File: src/rtl/scroll_msg_driver_pkg.sv
// scroll_msg_driver_pkg: blank character code and controller state type shared by the scroller
package scroll_msg_driver_pkg;
    localparam logic [4:0] BLANK_CODE = 5'd31;
    typedef enum logic [1:0] {IDLE, LOAD, SCROLL} state_t;
endpackage

File: src/rtl/digit_refresh_ctr.sv
// digit_refresh_ctr: slot timer stepping a digit index and a registered one-hot digit enable
module digit_refresh_ctr #(
    parameter int NDIG = 4,
    parameter int REFRESH_DIV = 50000,
    localparam int IW = NDIG > 1 ? $clog2(NDIG) : 1
) (
    input  logic            clk,
    input  logic            rst_n,
    output logic [IW-1:0]   dig_idx,
    output logic [NDIG-1:0] dig_en
);
    localparam int CW = REFRESH_DIV > 1 ? $clog2(REFRESH_DIV) : 1;
    logic [CW-1:0] cnt;
    // dig_en lags dig_idx by one cycle so it lines up with the registered line code
    always_ff @(posedge clk or negedge rst_n) begin
        if (!rst_n) begin
            cnt     <= '0;
            dig_idx <= '0;
            dig_en  <= '0;
        end else begin
            dig_en <= NDIG'(1) << dig_idx;
            if (cnt == CW'(REFRESH_DIV - 1)) begin
                cnt     <= '0;
                dig_idx <= dig_idx == IW'(NDIG - 1) ? '0 : dig_idx + 1'b1;
            end else begin
                cnt <= cnt + 1'b1;
            end
        end
    end
endmodule

File: src/rtl/scroll_msg_driver.sv
// scroll_msg_driver: buffers a character message and scrolls it across multiplexed 7-segment digits
module scroll_msg_driver
    import scroll_msg_driver_pkg::*;
#(
    parameter int DEPTH = 16,
    parameter int NDIG = 4,
    parameter int REFRESH_DIV = 50000,
    parameter int SCROLL_DIV = 25000000
) (
    input  logic                     clk,
    input  logic                     rst_n,
    input  logic                     wr_valid,
    input  logic [4:0]               wr_code,
    input  logic                     wr_last,
    output logic                     wr_ready,
    input  logic                     clear,
    input  logic                     run,
    output logic [4:0]               line,
    output logic [NDIG-1:0]          dig_en,
    output logic [$clog2(DEPTH):0]   msg_len
);
    localparam int AW = $clog2(DEPTH);
    localparam int LW = AW + 1;
    localparam int SW = $clog2(DEPTH + NDIG) + 1;
    localparam int IW = NDIG > 1 ? $clog2(NDIG) : 1;
    localparam int CW = SCROLL_DIV > 1 ? $clog2(SCROLL_DIV) : 1;

    state_t          state, nxt;
    logic [4:0]      mem [DEPTH];
    logic [LW-1:0]   wr_ptr;
    logic [CW-1:0]   scroll_cnt;
    logic [SW-1:0]   start, ring_len, pos_raw, pos;
    logic [IW-1:0]   dig_idx;
    logic            accept, is_last;
    logic [4:0]      line_d;

    digit_refresh_ctr #(.NDIG(NDIG), .REFRESH_DIV(REFRESH_DIV)) u_refresh (
        .clk(clk), .rst_n(rst_n), .dig_idx(dig_idx), .dig_en(dig_en)
    );

    assign wr_ready = state != SCROLL;
    assign accept   = wr_valid & wr_ready & ~clear;
    assign is_last  = wr_last | (wr_ptr == LW'(DEPTH - 1));

    // ring of msg_len buffer codes followed by NDIG blanks; one subtraction wraps since dig_idx < L
    assign ring_len = SW'(msg_len) + SW'(NDIG);
    assign pos_raw  = start + SW'(dig_idx);
    assign pos      = pos_raw >= ring_len ? pos_raw - ring_len : pos_raw;
    assign line_d   = state == SCROLL && pos < SW'(msg_len) ? mem[pos[AW-1:0]] : BLANK_CODE;

    always_comb begin
        nxt = state;
        if (clear) nxt = IDLE;
        else if (accept) nxt = is_last ? SCROLL : LOAD;
    end

    always_ff @(posedge clk or negedge rst_n) begin
        if (!rst_n) state <= IDLE;
        else state <= nxt;
    end

    always_ff @(posedge clk) begin
        if (accept) mem[wr_ptr[AW-1:0]] <= wr_code;
    end

    always_ff @(posedge clk or negedge rst_n) begin
        if (!rst_n) begin
            wr_ptr     <= '0;
            msg_len    <= '0;
            start      <= '0;
            scroll_cnt <= '0;
            line       <= BLANK_CODE;
        end else begin
            line <= line_d;
            if (clear) begin
                wr_ptr     <= '0;
                msg_len    <= '0;
                start      <= '0;
                scroll_cnt <= '0;
            end else if (accept) begin
                wr_ptr <= wr_ptr + 1'b1;
                if (is_last) begin
                    msg_len    <= wr_ptr + 1'b1;
                    start      <= '0;
                    scroll_cnt <= '0;
                end
            end else if (state == SCROLL && run) begin
                if (scroll_cnt == CW'(SCROLL_DIV - 1)) begin
                    scroll_cnt <= '0;
                    start      <= start == ring_len - 1'b1 ? '0 : start + 1'b1;
                end else begin
                    scroll_cnt <= scroll_cnt + 1'b1;
                end
            end
        end
    end
endmodule

File: config.mk
export PLATFORM = sky130hd
export DESIGN_NAME = scroll_msg_driver
export DESIGN_NICKNAME = d
export VERILOG_FILES = /design/src/rtl/scroll_msg_driver_pkg.sv /design/src/rtl/digit_refresh_ctr.sv /design/src/rtl/scroll_msg_driver.sv
export SDC_FILE = /design/constraint.sdc
export NUM_CORES = 1
export LEC_CHECK = 0
export BUFFER_PORTS_ARGS = -buffer_cell sky130_fd_sc_hd__buf_2
export CAP_MARGIN = 10
export CORE_MARGIN = 10
export CORE_UTILIZATION = 42
export DETAILED_ROUTE_END_ITERATION = 8
export GPL_TIMING_DRIVEN = 0
export HOLD_SLACK_MARGIN = 0.08
export SYNTH_ARGS = -nofsm -noshare
export SYNTH_HDL_FRONTEND = slang
export SYNTH_SLANG_ARGS = --single-unit
File: constraint.sdc
create_clock -name clk -period 9.65 [get_ports clk]
set_input_delay 0.965 -clock clk [delete_from_list [all_inputs] [get_ports clk]]
set_output_delay 0.965 -clock clk [all_outputs]
set_load 0.005 [all_outputs]
==> results of run 1 <==
power groups by stage:
stage	Clock (mW)	Combinational (mW)	Sequential, mW
3_5_place_dp	0	0.178	0.708
3_3_place_gp	0	0.174	0.707
2_1_floorplan	0	0.121	0.705
5_1_grt	0.698	0.197	0.696
6_report	0.662	0.179	0.695
4_1_cts	0.671	0.179	0.695
placed cells by master (no fill, tap or decap), types with 6 or more instances in the layout:
cell       instances
and3_1            12
nand2_1           52
xnor2_1           21
nand3_1           20
o21ai_0           35
nor3_1            12
clkbuf_1          21
clkbuf_16         19
xor2_1            17
a21boi_0          40
buf_2             30
edfxtp_1          80
nand2b_1           6
a21oi_1           17
inv_1             18
a211oi_1          47
nor2_1            54
ha_1              27
nand4_1           11
nor4_1            14
dfrtp_1           65
sequential cells by signal, indices dropped and copies added (netlist names):
name,cells
msg_len,5
u_refresh.dig_idx,2
mem,80
u_refresh.cnt,16
u_refresh.dig_en,4
state,2
start,6
scroll_cnt,25
wr_ptr,5
line,5
critical path, delay by kind of cell (launching register included):
kind / cells / cell delay [ns]
adders and majority gates: 4 / 1.35
AOI/OAI and AO/OA: 5 / 1.06
and+or+nand+nor: 3 / 0.64
buffers and inverters: 2 / 0.54
xor gates and xnor gates: 1 / 0.51
DFF: 1 / 0.49
worst max path at each step:
stage	from	to	slack (ns)	cells after the start
floorplan	start[0]	line[3]	5.76	15
global placement	u_refresh.dig_idx[0]	line[3]	5.10	15
detailed placement	u_refresh.dig_idx[0]	line[1]	5.00	15
CTS	u_refresh.dig_idx[0]	line[1]	4.96	15
global route	u_refresh.dig_idx[0]	line[1]	4.74	15
finish	start[0]	line[0]	4.97	15
routing by layer:
| layer | GRT usage [%] | vias to the layer above |
|---|---|---|
| met2 | 22.5 | 100 |
| met1 | 18.8 | 2674 |
| li1 | - | 2526 |
| met4 | 5.35 | 2 |
| met3 | 3.42 | 22 |
| met5 | 0 | - |
layout make-up:
| cell class | count | area share, % |
|---|---|---|
| inverters | 18 | 0.797 |
| flip-flops and latches | 150 | 49.1 |
| repair buffers | 24 | 1.45 |
| multi-input cells | 460 | 36.7 |
| well taps | 225 | 3.32 |
| clock inverters | 11 | 1.18 |
| plain buffers | 30 | 1.56 |
| clock buffers | 21 | 5.93 |
cell families after synthesis:
logic type      synth area share [%]
compound gates                  16.5
xor+xnor                        4.46
fa+ha+maj                       5.06
buf+inv                         2.68
flops                           55.7
mux                            0.838
simple gates                    14.8
==> impl_metrics.json, run 1 <==
{
  "outcome": "complete, no violations",
  "cts_root_buffer": "clkbuf_16",
  "vias_per_cell": 5.67,
  "crit_top_cell": "ha_1",
  "p_leak_nw": 3.19,
  "ys_seq_area_share_pct": 55.7,
  "rsz0062_at_grt": "no",
  "min_period_over_period_pct": 48.5,
  "fin_total_pwr_mw": 1.54,
  "maxUsedRoutingLayer": "met5",
  "met2WireLength_mm": 8.03,
  "dieHeight_um": 153,
  "hold_viol_final": 0,
  "yosysTopAreaCellShare_pct": 32.2,
  "dpl.hpwl_mm": 11.8,
  "hold_path_depth": 1,
  "ys_top_cells_by_count": "edfxtp_1, dfrtp_1, nor2_1",
  "clkSlewWorstSetupHoldPaths_ns": 0.07,
  "path_cells": "ha_1 > fa_1 > xor2_1 > ha_1 > buf_2 > nand4_1 > o22ai_2 > nor2_4 > clkbuf_1 > o21ai_0 > ha_1 > a211o_1 > a21oi_1 > nand4b_1 > o22a_1",
  "combPwrFrac_pct": 11.7,
  "drive_above_1_share_pct": 12.7,
  "timing.rr.start": "start[0]",
  "holdPathEnd": "u_refresh.cnt[0]",
  "post_cts_resized": 0,
  "multi_input_area_um2": 3110,
  "async_flop_share_pct": 46.7,
  "wire_per_inst_um": 18.1,
  "synthCells": 658,
  "critPathSlowestCell": "xor2_1",
  "worstRegToRegCells": 15,
  "die_x_um": 153,
  "first_iter_violations": 488,
  "vdd_drop_max_mv": 0.128,
  "tns_ns": 0,
  "io_pins": 26,
  "antenna_left": 0,
  "seqPwrFrac_pct": 45.2,
  "syn_avg_cell_area_um2": 11.4,
  "relSlewSlack_pct": 39.5,
  "antenna_found_initial": 1,
  "drt-pass1-iter-count": 5,
  "diodes": 0,
  "pre_cts_slack_ns": 5.00,
  "dieArea_um2": 23500,
  "wl_met3_um": 617,
  "max_slew.worst_pin.slew_ns": 0.900,
  "drc": 0,
  "final_nets": 741,
  "fmax_mhz": 214,
  "synth_edf_count": 80,
  "grt_pass1_vias": 5185,
  "synth_area_leader_cell": "edfxtp_1",
  "n_fill_cell": 1558,
  "p_int_mw": 1.13,
  "worstPathArrival_ns": 5.03,
  "clkPwrFrac_pct": 43.1,
  "hold_path_class": "flip-flop to flip-flop",
  "grt.overflow.total": 0,
  "clk_path_buf_depth": 2,
  "cp.required_ns": 10.00,
  "grt_max_degree": 71,
  "synth_ff_type": "edfxtp_1",
  "area_growth_pct": 13.5,
  "p_per_area_nw_per_um2": 181,
  "worst_slack_ns": 4.97,
  "hold-worst-slack_ns": 0.464,
  "cts_inserted_buffers": 17,
  "clk_latency_ns": 0.43,
  "routabilityCongestion": 0.844,
  "track_usage_pct": 14.4,
  "vias": 5324,
  "fin_util_pct": 48.8,
  "hold_buffers": 0,
  "min_from": "u_refresh.cnt[0]",
  "cp-start-kind": "flip-flop",
  "critPathKind": "flip-flop to flip-flop",
  "ys_ff_latch": 150,
  "drv_cap": 0,
  "cts_tree": "built",
  "syn_nets": 698,
  "yosysMostFrequentCell": "edfxtp_1",
  "clock_sinks": 150,
  "ys_types": 62,
  "place_area_um2": 7870,
  "synth_area_um2": 7470,
  "portBuffers": 24,
  "start_util_pct": 43.0,
  "drt-met1-wl_mm": 8.04,
  "yosys_warnings": 0,
  "stdcell_area_um2": 8480,
  "swShare_pct": 26.5,
  "p_sw_uw": 407,
  "finalSetupViolations": 0,
  "post-cts-setup-buffers": 0,
  "cp-end-kind": "flip-flop",
  "report.final.slew_viol_count": 0,
  "fin_cells": 939,
  "yosys-top-cells-area": "edfxtp_1, dfrtp_1, a211oi_1",
  "dp_cells": 907,
  "cp_slowest_stage_delay_ns": 0.51,
  "std_cell_rows": 48,
  "htreeDepth": 4,
  "finClkSkew_ns": 0.00773,
  "postRouteWirelength_mm": 17.0,
  "fin_crit_ns": 4.68,
  "r2r_end": "line[0]",
  "grt_first_pass_wirelength_mm": 27.2,
  "coreArea_um2": 17400,
  "reg2reg_slack_ns": 4.97,
  "path_max_fanout": 10,
  "register_area_um2": 4160
}
No activity file was read; power rests on OpenSTA's default activity.
==> inputs of run 2 (changes only) <==
==> constraint.sdc (replaced) <==
create_clock -name clk -period 4.5 [get_ports clk]
set_input_delay 0.45 -clock clk [delete_from_list [all_inputs] [get_ports clk]]
set_output_delay 0.45 -clock clk [all_outputs]
set_load 0.005 [all_outputs]
==> run 2 against run 1 <==
Combinational power grew 110%; total power grew 110%; routed wire length shrank 0.52%; sequential cell count is the same; die area is the same; clock-buffer cell count is the same; maximum frequency grew 9.7%; cell count shrank 0.11%; critical endpoint unchanged; largest cell class unchanged; largest power group unchanged.
==> impl_metrics.json, run 2 (synthesized netlist as in run 1, its figures left out) <==
{
  "register_area_um2": 4160,
  "p_per_area_nw_per_um2": 388,
  "fin_total_pwr_mw": 3.29,
  "reg2reg_slack_ns": 0.23,
  "io_pins": 26,
  "path_cells": "ha_1 > fa_1 > xor2_2 > ha_1 > buf_2 > nand4_1 > o22ai_2 > nor2_4 > mux2i_2 > a211oi_1 > nor4_1 > o22a_1",
  "finClkSkew_ns": 0.00775,
  "area_growth_pct": 13.5,
  "grt_pass1_vias": 5184,
  "cts_inserted_buffers": 17,
  "die_x_um": 153,
  "dpl.hpwl_mm": 11.8,
  "layout_commonest_cell": "edfxtp_1",
  "htreeDepth": 4,
  "outcome": "complete, no violations",
  "place_area_um2": 7870,
  "clk_path_buf_depth": 2,
  "relSlewSlack_pct": 39.5,
  "max_slew.worst_pin.slew_ns": 0.900,
  "postRouteWirelength_mm": 16.9,
  "drc": 0,
  "dp_cells": 907,
  "finalSetupViolations": 0,
  "antenna_left": 0,
  "drt-pass1-iter-count": 5,
  "p_leak_nw": 3.19,
  "hold_path_class": "input port to asynchronous set/reset pin",
  "worstPathArrival_ns": 4.63,
  "critPathKind": "flip-flop to flip-flop",
  "layout_common_cells": "edfxtp_1, dfrtp_1, nor2_1, nand2_1, a211oi_1",
  "grt.overflow.total": 0,
  "critPathSlowestCell": "mux2i_2",
  "drv_cap": 0,
  "wire_per_inst_um": 18.0,
  "antenna_found_initial": 1,
  "hold_viol_final": 0,
  "worstRegToRegCells": 12,
  "r2r_end": "line[0]",
  "vdd_drop_max_mv": 0.274,
  "coreArea_um2": 17400,
  "crit_top_cell": "ha_1",
  "track_usage_pct": 14.4,
  "fmax_mhz": 234,
  "n_fill_cell": 1558,
  "report.final.slew_viol_count": 0,
  "largest_reg_flops": 80,
  "cp.required_ns": 4.86,
  "post-cts-setup-buffers": 0,
  "rsz0062_at_grt": "no",
  "path_max_fanout": 14,
  "start_util_pct": 43.0,
  "vias_per_cell": 5.65,
  "clkSlewWorstSetupHoldPaths_ns": 0.06,
  "clk_latency_ns": 0.43,
  "hold-worst-slack_ns": 0.142,
  "tns_ns": 0,
  "cts_tree": "built",
  "grt_first_pass_wirelength_mm": 27.2,
  "min_period_over_period_pct": 94.8,
  "routabilityCongestion": 0.844,
  "stdcell_area_um2": 8480,
  "dieArea_um2": 23500,
  "fin_cells": 938,
  "final_nets": 740,
  "cp-start-kind": "flip-flop",
  "timing.rr.start": "start[0]",
  "cp-end-kind": "flip-flop",
  "portBuffers": 24,
  "fin_crit_ns": 4.27,
  "diodes": 0,
  "first_iter_violations": 474,
  "vias": 5301,
  "cp_slowest_stage_delay_ns": 0.72,
  "grt_max_degree": 71,
  "clock_sinks": 150,
  "std_cell_rows": 48,
  "drive_above_1_share_pct": 12.9,
  "multi_input_area_um2": 3120,
  "cts_root_buffer": "clkbuf_16",
  "dieHeight_um": 153
}
run 2: report_power, final:
group | switching [mW] | internal, mW
Sequential | 0.0216 | 1.47
Clock | 0.599 | 0.821
Combinational | 0.251 | 0.132
run 2: area by class of cell:
| cell class | instances | area share (%) |
|---|---|---|
| inverters | 18 | 0.797 |
| clock buffers | 21 | 5.93 |
| repair buffers | 24 | 1.45 |
| multi-input cells | 460 | 36.8 |
| well taps | 225 | 3.32 |
| flip-flops and latches | 150 | 49.1 |
| clock inverters | 11 | 1.18 |
| plain buffers | 29 | 1.52 |
run 2: how the worst max path moves through the flow:
stage | start | end | slack [ns] | depth (start not counted)
final | start[0] | line[0] | 0.23 | 12
after CTS | u_refresh.dig_idx[0] | line[1] | 0.22 | 14
after global routing | u_refresh.dig_idx[0] | line[1] | 0.02 | 14
after global placement | u_refresh.dig_idx[0] | line[3] | -0.05 | 15
after detailed placement | u_refresh.dig_idx[0] | line[1] | -0.15 | 15
after floorplan | start[0] | line[3] | 0.61 | 15
run 2: per-stage QoR:
stage | setup slack [ns] | util [%]
4_1_cts | 0.220 | 48.9
6_report | 0.232 | 48.9
3_5_place_dp | -0.154 | 45.4
5_1_grt | 0.0165 | 48.9
3_3_place_gp | -0.0479 | 45.4
2_1_floorplan | 0.615 | -
run 2: critical path: cells and delay by family (launching register included):
kind | cells | cell delay [ns]
flops | 1 | 0.49
compound gates | 3 | 0.55
xor+xnor | 1 | 0.37
mux | 1 | 0.72
fa+ha+maj | 3 | 1.01
simple gates | 3 | 0.89
buf+inv | 1 | 0.16
run 2: metal layers:
layer,vias up,track usage [%],wire [um]
li1,2526,-,-
met1,2626,18.8,7920
met5,-,0,13
met4,2,5.35,266
met2,124,22.5,8000
met3,23,3.42,682
run 2: what timing repair did:
action,4_1_cts,5_1_grt
hold buffers,0,0
gates resized for setup,1,0
endpoints found under the hold margin,0,0
endpoints found under the setup margin,5,0
